**src/rtl/nios_system_sqrt_engine.sv**
```systemverilog
// Iterative restoring integer square root, one root bit per clock.
// Launched by a rising edge of start_i; result held until the next launch.
module nios_system_sqrt_engine #(
   parameter  int DATA_W = 32,
   localparam int RES_W  = DATA_W / 2
) (
   input  logic              clk,
   input  logic              reset_n,
   input  logic              start_i,
   input  logic [DATA_W-1:0] operand_i,
   output logic              busy_o,
   output logic              done_o,
   output logic [RES_W-1:0]  root_o,
   output logic [RES_W:0]    rem_o
);

   localparam int CNT_W = (RES_W > 1) ? $clog2(RES_W) : 1;

   typedef enum logic [1:0] {
      S_IDLE,
      S_BUSY,
      S_DONE
   } state_t;

   state_t             r_state;
   state_t             w_next;
   logic               r_start_q;
   logic [DATA_W-1:0]  r_op;
   logic [RES_W-1:0]   r_root;
   logic [RES_W:0]     r_rem;
   logic [CNT_W-1:0]   r_cnt;

   logic               w_launch;
   logic               w_last;
   logic               w_ge;
   logic [RES_W+1:0]   w_r;
   logic [RES_W+1:0]   w_t;
   logic [RES_W:0]     w_diff;

   assign w_launch = start_i & ~r_start_q;
   assign w_last   = (r_cnt == CNT_W'(RES_W - 1));
   assign w_r      = {r_rem[RES_W-1:0], r_op[DATA_W-1 -: 2]};
   assign w_t      = {r_root, 2'b01};
   assign w_ge     = (w_r >= w_t);
   // The true difference always fits in RES_W+1 bits, so the top bit can be dropped.
   assign w_diff   = w_r[RES_W:0] - w_t[RES_W:0];

   assign busy_o = (r_state == S_BUSY);
   assign done_o = (r_state == S_DONE);
   assign root_o = r_root;
   assign rem_o  = r_rem;

   always_ff @(posedge clk or negedge reset_n) begin
      if (!reset_n) begin
         r_state <= S_IDLE;
      end else begin
         r_state <= w_next;
      end
   end

   always_comb begin
      w_next = r_state;
      unique case (r_state)
         S_IDLE: if (w_launch) w_next = S_BUSY;
         S_BUSY: if (w_last)   w_next = S_DONE;
         S_DONE: if (!start_i) w_next = S_IDLE;
         default: w_next = S_IDLE;
      endcase
   end

   // Edge detector resets high so a start held across reset cannot launch.
   always_ff @(posedge clk or negedge reset_n) begin
      if (!reset_n) begin
         r_start_q <= 1'b1;
         r_op      <= '0;
         r_root    <= '0;
         r_rem     <= '0;
         r_cnt     <= '0;
      end else begin
         r_start_q <= start_i;
         if (r_state == S_IDLE && w_launch) begin
            r_op   <= operand_i;
            r_root <= '0;
            r_rem  <= '0;
            r_cnt  <= '0;
         end else if (r_state == S_BUSY) begin
            r_op   <= r_op << 2;
            r_rem  <= w_ge ? w_diff : w_r[RES_W:0];
            r_root <= {r_root[RES_W-2:0], w_ge};
            r_cnt  <= w_last ? '0 : r_cnt + CNT_W'(1);
         end
      end
   end

endmodule

```
**config.mk**
```make
export PLATFORM = sky130hd
export DESIGN_NAME = nios_system_sqrt_engine
export DESIGN_NICKNAME = d
export VERILOG_FILES = /design/src/rtl/nios_system_sqrt_engine.sv
export SDC_FILE = /design/constraint.sdc
export NUM_CORES = 1
export LEC_CHECK = 0
export ABC_AREA = 0
export CAP_MARGIN = 10
export CORE_MARGIN = 4
export CORE_UTILIZATION = 60
export DETAILED_ROUTE_END_ITERATION = 16
export DONT_BUFFER_PORTS = 1
export PLACE_DENSITY = 0.86
export SLEW_MARGIN = 20
export SYNTH_ARGS = -nofsm -noshare
export SYNTH_HDL_FRONTEND = slang
export SYNTH_SLANG_ARGS = --single-unit
```
**constraint.sdc**
```tcl
create_clock -name clk -period 2.7 [get_ports clk]
set_input_delay 0.27 -clock clk [delete_from_list [all_inputs] [get_ports clk]]
set_output_delay 0.27 -clock clk [all_outputs]
set_load 0.005 [all_outputs]
```
==> results of run 1 <==
==> critical path: stages (launching register included) <==
cell                      delay [ns]
sky130_fd_sc_hd__dfrtp_1        0.39
sky130_fd_sc_hd__inv_1          0.08
sky130_fd_sc_hd__ha_1           0.36
sky130_fd_sc_hd__and3_1         0.21
sky130_fd_sc_hd__and2_1         0.21
sky130_fd_sc_hd__a21oi_1        0.17
sky130_fd_sc_hd__o21ai_0        0.12
sky130_fd_sc_hd__a31oi_2        0.18
sky130_fd_sc_hd__buf_4          0.25
sky130_fd_sc_hd__mux2i_1        0.27
sky130_fd_sc_hd__o21ai_1        0.09
==> power breakdown <==
part	total [mW]	leakage, nW	switching (mW)	internal (mW)
registers	2.01	0.915	0.440	1.57
clock network	0.756	0.0923	0.403	0.353
logic	3.82	0.926	2.18	1.65
==> final timing paths <==
check                             start   endpoint  slack [ns]  depth (start not counted)
min in group asynchronous       reset_n   rem_o[4]        0.46                          2
max in group asynchronous       reset_n  r_start_q        1.90                          2
hold / removal             operand_i[1]    r_op[1]        0.04                          2
setup / recovery             root_o[12]  rem_o[12]        0.24                         10
hold reg to reg                r_op[21]   r_op[21]        0.48                          2
setup reg to reg             root_o[12]  rem_o[12]        0.24                         10
==> kinds of logic after synthesis <==
family                     Yosys count  share of synthesized area (%)
AOI/OAI and AO/OA                  115                           19.1
and+or+nand+nor                    149                           17.2
adders and majority gates           19                           6.08
buffers and inverters               44                           4.86
xor gates and xnor gates            15                           3.36
muxes                               13                           3.33
DFF                                 72                           46.1
==> per-stage QoR <==
stage / util [%] / setup WS, ns / total power, mW
final: 65.7 / 0.238 / 6.59
after global routing: 65.7 / 0.0459 / 7.22
after CTS: 65.7 / 0.253 / 6.61
after detailed placement: 62.2 / 0.328 / 5.79
after global placement: 62.2 / 0.377 / 5.63
after floorplan: - / 0.529 / 5.10
==> cells in the mapped netlist (2+ instances only) <==
| cell type | count |
|---|---|
| sky130_fd_sc_hd__inv_1 | 19 |
| sky130_fd_sc_hd__a31oi_1 | 2 |
| sky130_fd_sc_hd__xnor2_1 | 10 |
| sky130_fd_sc_hd__nand4_1 | 3 |
| sky130_fd_sc_hd__o31ai_1 | 2 |
| sky130_fd_sc_hd__a21oi_1 | 16 |
| sky130_fd_sc_hd__o21a_1 | 5 |
| sky130_fd_sc_hd__or3_1 | 2 |
| sky130_fd_sc_hd__buf_1 | 2 |
| sky130_fd_sc_hd__dfrtp_1 | 71 |
| sky130_fd_sc_hd__nand2_1 | 85 |
| sky130_fd_sc_hd__xor2_1 | 5 |
| sky130_fd_sc_hd__o211ai_1 | 3 |
| sky130_fd_sc_hd__nand2b_1 | 2 |
| sky130_fd_sc_hd__nor2_1 | 12 |
| sky130_fd_sc_hd__nand3_1 | 34 |
| sky130_fd_sc_hd__o21ai_1 | 18 |
| sky130_fd_sc_hd__mux2i_1 | 13 |
| sky130_fd_sc_hd__clkbuf_1 | 19 |
| sky130_fd_sc_hd__a21o_1 | 4 |
| sky130_fd_sc_hd__o21ai_0 | 24 |
| sky130_fd_sc_hd__ha_1 | 19 |
| sky130_fd_sc_hd__nor3_1 | 3 |
| sky130_fd_sc_hd__a22oi_1 | 29 |
==> area by class of cell <==
class	instances	area (sq um)
Fill cell	489	2180
Multi-Input combinational cell	311	1930
Sequential cell	72	1800
Clock buffer	10	138
Tap cell	77	96.3
Timing Repair Buffer	9	92.6
Inverter	20	75.1
Clock inverter	5	32.5
==> cells in the final DEF, fill, tap and decap left out, types with 2 or more instances in the layout <==
master / instances
sky130_fd_sc_hd__o21ai_0: 24
sky130_fd_sc_hd__nand3_1: 34
sky130_fd_sc_hd__o211ai_1: 3
sky130_fd_sc_hd__ha_1: 19
sky130_fd_sc_hd__nand4_1: 3
sky130_fd_sc_hd__nand2b_1: 2
sky130_fd_sc_hd__a21o_1: 4
sky130_fd_sc_hd__a22oi_1: 29
sky130_fd_sc_hd__inv_1: 19
sky130_fd_sc_hd__o21ai_1: 18
sky130_fd_sc_hd__o31ai_1: 2
sky130_fd_sc_hd__dlygate4sd3_1: 2
sky130_fd_sc_hd__nand2_1: 84
sky130_fd_sc_hd__xor2_1: 5
sky130_fd_sc_hd__nor2_1: 11
sky130_fd_sc_hd__o21a_1: 5
sky130_fd_sc_hd__dfrtp_1: 71
sky130_fd_sc_hd__nor3_1: 2
sky130_fd_sc_hd__clkbuf_8: 10
sky130_fd_sc_hd__nor3_2: 2
sky130_fd_sc_hd__buf_4: 6
sky130_fd_sc_hd__mux2i_1: 13
sky130_fd_sc_hd__a21oi_1: 16
sky130_fd_sc_hd__clkinv_2: 3
sky130_fd_sc_hd__xnor2_1: 10
==> state kept, by name (all words and copies together) (netlist names) <==
register   flops
r_op          32
rem_o         17
root_o        16
r_cnt          4
r_state        2
r_start_q      1
==> metal layers <==
layer | part of all wire (%) | wire length [um] | vias to the layer above
li1 | - | - | 1489
met1 | 42 | 3620 | 1535
met2 | 48 | 4120 | 93
met3 | 7.2 | 616 | 18
met4 | 2.0 | 172 | 0
met5 | 0 | 0 | -
==> timing repair <==
item,4_1_cts,5_1_grt
hold endpoints to repair,73,0
resized for setup,0,0
hold buffers,3,0
==> results.env, run 1 <==
AREAGROWTHSYNTHTOFINISH_PCT=6.69
FMAX_GHz=0.406
CTS-BUFFERS-INSERTED=9
SYNTH_ENABLE_FLOP_CELLS=0
N_ANTENNA_CELL=0
CLOCK_TREE.BUFFER_DEPTH=2
YS_TYPES=49
YOSYS_WARNINGS=0
CHIP_HEIGHT_UM=88.7
GLOBALPLACE.CONGESTION=0.857
ROUTE.DETAILED.DRC=0
P_LEAK_nW=1.93
CRITICAL_PATH.STARTPOINT_TYPE='register'
FINISH.CELL_COUNT_WITHOUT_FILLERS=504
POST_SYNTHESIS_NET_COUNT=481
FLOORPLAN.IO_PINS=70
SYNTHFLOPTYPE='sky130_fd_sc_hd__dfrtp_1'
FIN_SETUP_TNS_NS=0
GLOBALROUTEOVERFLOWTOTAL=0
FIN_AREA_SQ_UM=4170
FINAL-MAX-SLEW-VIOLATION-COUNT=0
INSERTION_DELAY_NS=0.34
SETUP_VIOLATIONS=0
MIN_PERIOD_OVER_PERIOD_PCT=91.2
AVGSYNTHCELLAREA_SQ_UM=9.16
SKEW_NS=0.00880
POST-CTS-SETUP-BUFFER-COUNT=0
NNETSFINAL=477
NUMCLOCKSINKS=72
POWER_PER_CELL_AREA_nW_PER_UM2=1580
GRT_MAX_DEGREE=73
WORST_EP_REQUIRED_TIME_NS=2.91
SYNTH_AREA_LEADER_CELL='sky130_fd_sc_hd__dfrtp_1'
HOLD_PATH.CLASS='input pin to register'
LAYOUT_MIN_CYCLE_TIME_NS=2.46
SYN_INST=427
PLACEMENT_STAGE_CELL_AREA_SQ_UM=3950
DETAIL_ROUTE.VIAS_PER_CELL=6.22
TIMING_HOLD_VIOLATIONS_FINAL=0
POSTROUTEWIRELENGTH_MM=8.53
WL_PER_CELL_UM=16.9
CP-END-KIND='register'
FLOORPLAN.CORE_AREA_SQ_UM=6350
DRT_ITER0_DRC=172
CLOCKROOTBUFFER='sky130_fd_sc_hd__clkbuf_8'
ANTENNA_FOUND_INITIAL=0
INITIAL_CORE_UTIL_PCT=61.6
CRITICAL_PATH_ARRIVAL_NS=2.67
CLKTRANSATPATHREGS_NS=0.08
DR_TOTAL_VIAS=3135
CTS_MAX_LEVEL=3
DRTPASS1ITERATIONS=5
WORST_PIN_SLEW_NS=0.620
DRV.MAX_CAP_VIOLATION_COUNT=0
GRT_USE_MET2_PCT=38.0
NUMBER_OF_I_O_PORT_BUFFERS=0
PLACEDCELLCOUNT=486
SYNTHDOMINANTCELLAREASHARE_PCT=45.4
DRIVE_ABOVE_1_SHARE_PCT=8.90
GRT_UTIL_ALL_LAYERS_PCT=23.4
TIMING.SLEW.HEADROOM_PCT=58.7
POSTSYNTH.ASYNCRESETSHARE_PCT=100
NUMBER_OF_GLOBAL_ROUTE_VIAS_BEFORE_REPAIR=3124
GLOBALROUTEMET1UTIL_PCT=28.8
HOLDWS_NS=0.0357
WORST_SETUP_PATH_CLASS='register to register'
CHIPWIDTH_UM=88.7
STATUS='completed'
SYNTH.YOSYS.SEQ_AREA_SHARE_PCT=46.1
DIEAREA_SQ_UM=7870
TOP_CELLS_BY_AREA_SYNTH='sky130_fd_sc_hd__dfrtp_1 (45%), sky130_fd_sc_hd__nand2_1 (8.2%), sky130_fd_sc_hd__ha_1 (6.1%), sky130_fd_sc_hd__a22oi_1 (5.6%), sky130_fd_sc_hd__nand3_1 (4.4%)'
GRT_PASS1_WL_MM=14.4
GRT_USE_MET3_PCT=6.89
TRITONCTS='built'
PLACEMENTROWS=29
CRIT_FANOUT=13
MAPPEDNETLISTAREA_SQ_UM=3910
SYNTH.FF_LATCH_COUNT=72
BUSIEST_LAYER='met2'
RSZ_0062_RAISED_AFTER_GLOBAL_ROUTING='false'
DETAILED_PLACEMENT_HPWL_MM=5.82
ANT_NETS_AFTER_ROUTE=0
IR_WORST_VDD_mV=0.878
No activity file was read; power rests on OpenSTA's default activity.
==> run 2: changes to the inputs <==
--- a/config.mk
+++ b/config.mk
@@ -11,6 +11,7 @@
 export CORE_UTILIZATION = 60
 export DETAILED_ROUTE_END_ITERATION = 16
 export DONT_BUFFER_PORTS = 1
+export GPL_TIMING_DRIVEN = 0
 export PLACE_DENSITY = 0.86
 export SLEW_MARGIN = 20
 export SYNTH_ARGS = -nofsm -noshare
==> results.env, run 2 (synthesis results as in run 1) <==
DRT_ITER0_DRC=199  # +16%
DETAIL_ROUTE.VIAS_PER_CELL=6.38  # +2.6%
IR_WORST_VDD_mV=1.06  # +21%
LAYOUT_SETUP_WS_NS=0.293  # +0.0547 ns
CTS_MAX_LEVEL=3  # unchanged
FIN_SETUP_TNS_NS=0  # unchanged
TIMING_HOLD_VIOLATIONS_FINAL=0  # unchanged
REGISTERS.TOP_BY_FF_COUNT='r_op'
STATUS='completed'
INITIAL_CORE_UTIL_PCT=61.6  # unchanged
MOSTFREQUENTLAYOUTCELLS='sky130_fd_sc_hd__nand2_1 (85), sky130_fd_sc_hd__dfrtp_1 (71), sky130_fd_sc_hd__nand3_1 (34)'
CRITICAL_PATH_ARRIVAL_NS=2.63  # -0.04 ns
CLOCK_TREE.BUFFER_DEPTH=2  # unchanged
FILLERINSTANCES=483  # -1.2%
DR_TOTAL_VIAS=3337  # +6.4%
CLKTRANSATPATHREGS_NS=0.07  # about the same
FINAL-MAX-SLEW-VIOLATION-COUNT=0  # unchanged
TRITONCTS='built'
CP-END-KIND='register'
WORST-PATH-BUF-INV=3  # +1
WORST_PIN_SLEW_NS=0.807  # +0.187 ns
CHIPWIDTH_UM=88.7  # unchanged
CLOCKROOTBUFFER='sky130_fd_sc_hd__clkbuf_8'
DRV.MAX_CAP_VIOLATION_COUNT=0  # unchanged
ROUTE.DETAILED.DRC=0  # unchanged
GRT_PASS1_WL_MM=16.0  # +11%
PLACEMENTROWS=29  # unchanged
LEADING_CELL_TYPE_IN_THE_LAYOUT_FILL_AND_TAPS_EXCLUDED='sky130_fd_sc_hd__nand2_1'
DIEAREA_SQ_UM=7870  # unchanged
CRITICAL_PATH.STARTPOINT_TYPE='register'
PATH_DELAY_FAMILY='compound AO/OA/AOI/OAI gates'
FLOORPLAN.CORE_AREA_SQ_UM=6350  # unchanged
FLOORPLAN.IO_PINS=70  # unchanged
POSTROUTEWIRELENGTH_MM=9.63  # +13%
CHIP_HEIGHT_UM=88.7  # unchanged
LARGEST_REGISTER_FF_COUNT=32  # unchanged
HOLD_PATH.CLASS='input pin to register'
TIMING.SLEW.HEADROOM_PCT=45.8  # -13 points
NUMBER_OF_GATES_GIVEN_A_NEW_DRIVE_STRENGTH_AFTER_CTS=0  # unchanged
PLACEDCELLCOUNT=504  # +3.7%
GRT_MAX_DEGREE=73  # unchanged
FMAX_GHz=0.415  # +2.3%
GRT_UTIL_ALL_LAYERS_PCT=26.5  # +3.1 points
SKEW_NS=0.0108  # +0.00201 ns
N_ANTENNA_CELL=0  # unchanged
CRITICAL_PATH.SLOWEST_CELL='sky130_fd_sc_hd__dfrtp_1'
DRIVE_ABOVE_1_SHARE_PCT=6.73  # -2.2 points
NUMBER_OF_I_O_PORT_BUFFERS=0  # unchanged
P_LEAK_nW=1.96  # +1.6%
P_TOTAL_mW=7.00  # +6.3%
RSZ_0062_RAISED_AFTER_GLOBAL_ROUTING='false'
LAYOUT_MIN_CYCLE_TIME_NS=2.41  # -0.0547 ns
AREAGROWTHSYNTHTOFINISH_PCT=9.47
FINISH.CELL_COUNT_WITHOUT_FILLERS=523  # +3.8%
ANT_NETS_AFTER_ROUTE=0  # unchanged
MIN_PERIOD_OVER_PERIOD_PCT=89.2  # -2.0 points
WORST_SETUP_PATH_CLASS='register to register'
DRTPASS1ITERATIONS=5  # unchanged
NUMCLOCKSINKS=72  # unchanged
INSERTION_DELAY_NS=0.37  # +0.03 ns
WL_PER_CELL_UM=18.4  # +8.9%
GLOBALPLACE.CONGESTION=0.891  # +4.0%
ANTENNA_FOUND_INITIAL=0  # unchanged
CTS-BUFFERS-INSERTED=9  # unchanged
NNETSFINAL=496  # +4.0%
PLACE_WORST_SETUP_SLACK_NS=0.231  # -0.0969 ns
DETAILED_PLACEMENT_HPWL_MM=6.73  # +16%
CRITPATHMAXSTAGEDELAY_NS=0.41  # +0.02 ns
WORST_EP_REQUIRED_TIME_NS=2.92  # about the same
GLOBALROUTEOVERFLOWTOTAL=0  # unchanged
NUMBER_OF_GLOBAL_ROUTE_VIAS_BEFORE_REPAIR=3390  # +8.5%
POWER_PER_CELL_AREA_nW_PER_UM2=1640  # +3.6%
CRIT_CHAIN='inv_1, ha_1, nor2_1, a21oi_4, a311oi_2, o31ai_1, a31oi_1, buf_6, buf_12, mux2i_1, o21ai_1'
SETUP_VIOLATIONS=0  # unchanged
CRIT_FANOUT=10  # -3
run 2: cell types whose count changed in the layout (fill, tap and decap cells not counted), moves of 2 or more:
cell	change
sky130_fd_sc_hd__buf_12	+2
sky130_fd_sc_hd__clkbuf_8	+2
sky130_fd_sc_hd__buf_4	-6
sky130_fd_sc_hd__clkinv_2	-3
sky130_fd_sc_hd__buf_1	+2
sky130_fd_sc_hd__clkbuf_1	+20
run 2: worst register-to-register path: cells and delay by family (launching register included):
family | cells | cell delay (ns)
compound gates | 5 | 0.64
fa+ha+maj | 1 | 0.36
buf+inv | 3 | 0.36
flops | 1 | 0.41
mux | 1 | 0.24
simple gates | 1 | 0.26
run 2: stage by stage:
step / instance area, sq um / utilization [%] / hold WS, ns
2_1_floorplan: 3910 / - / -0.0256
3_3_place_gp: 4010 / 63.1 / -0.0231
3_5_place_dp: 4010 / 63.1 / -0.0236
4_1_cts: 4260 / 67.1 / 0.0157
5_1_grt: 4280 / 67.4 / 0.0324
6_report: 4280 / 67.4 / 0.0184
run 2: cell type report:
cell class	count	area, sq um	share of cell area (%)
Buffer	24	115	2.69
Clock buffer	13	169	3.95
Clock inverter	2	37.5	0.877
Inverter	20	75.1	1.75
Multi-Input combinational cell	311	1920	44.8
Sequential cell	72	1800	42.1
Tap cell	77	96.3	2.25
Timing Repair Buffer	4	67.6	1.58
run 2: final timing paths:
check / startpoint / end / slack (ns) / depth (start not counted)
hold / removal: operand_i[0] / r_op[0] / 0.02 / 2
hold reg to reg: r_op[14] / r_op[14] / 0.48 / 2
min in group asynchronous: reset_n / rem_o[7] / 0.44 / 2
max in group asynchronous: reset_n / r_start_q / 1.90 / 2
setup reg to reg: root_o[1] / rem_o[12] / 0.29 / 11
setup / recovery: root_o[1] / rem_o[12] / 0.29 / 11
run 2: metal layers:
metal  wire (um)  track usage, %  vias up
met5           0               0        -
met3         800            8.01       28
met2        4790            43.0      120
met1        3790            32.4     1648
li1            -               -     1541
met4         252            12.5        0
run 2: timing repair:
item / 4_1_cts / 5_1_grt
endpoints found under the hold margin: 73 / 0
endpoints found under the setup margin: 0 / 2
buffers inserted: 0 / 1
hold buffers: 3 / 0
run 2: report_power, final:
| part | total [mW] | switching [mW] | leakage [nW] | internal (mW) |
|---|---|---|---|---|
| Combinational | 4.08 | 2.30 | 0.948 | 1.78 |
| Clock | 0.908 | 0.410 | 0.102 | 0.498 |
| Sequential | 2.01 | 0.439 | 0.915 | 1.57 |
| Total | 7.00 | 3.15 | 1.96 | 3.85 |
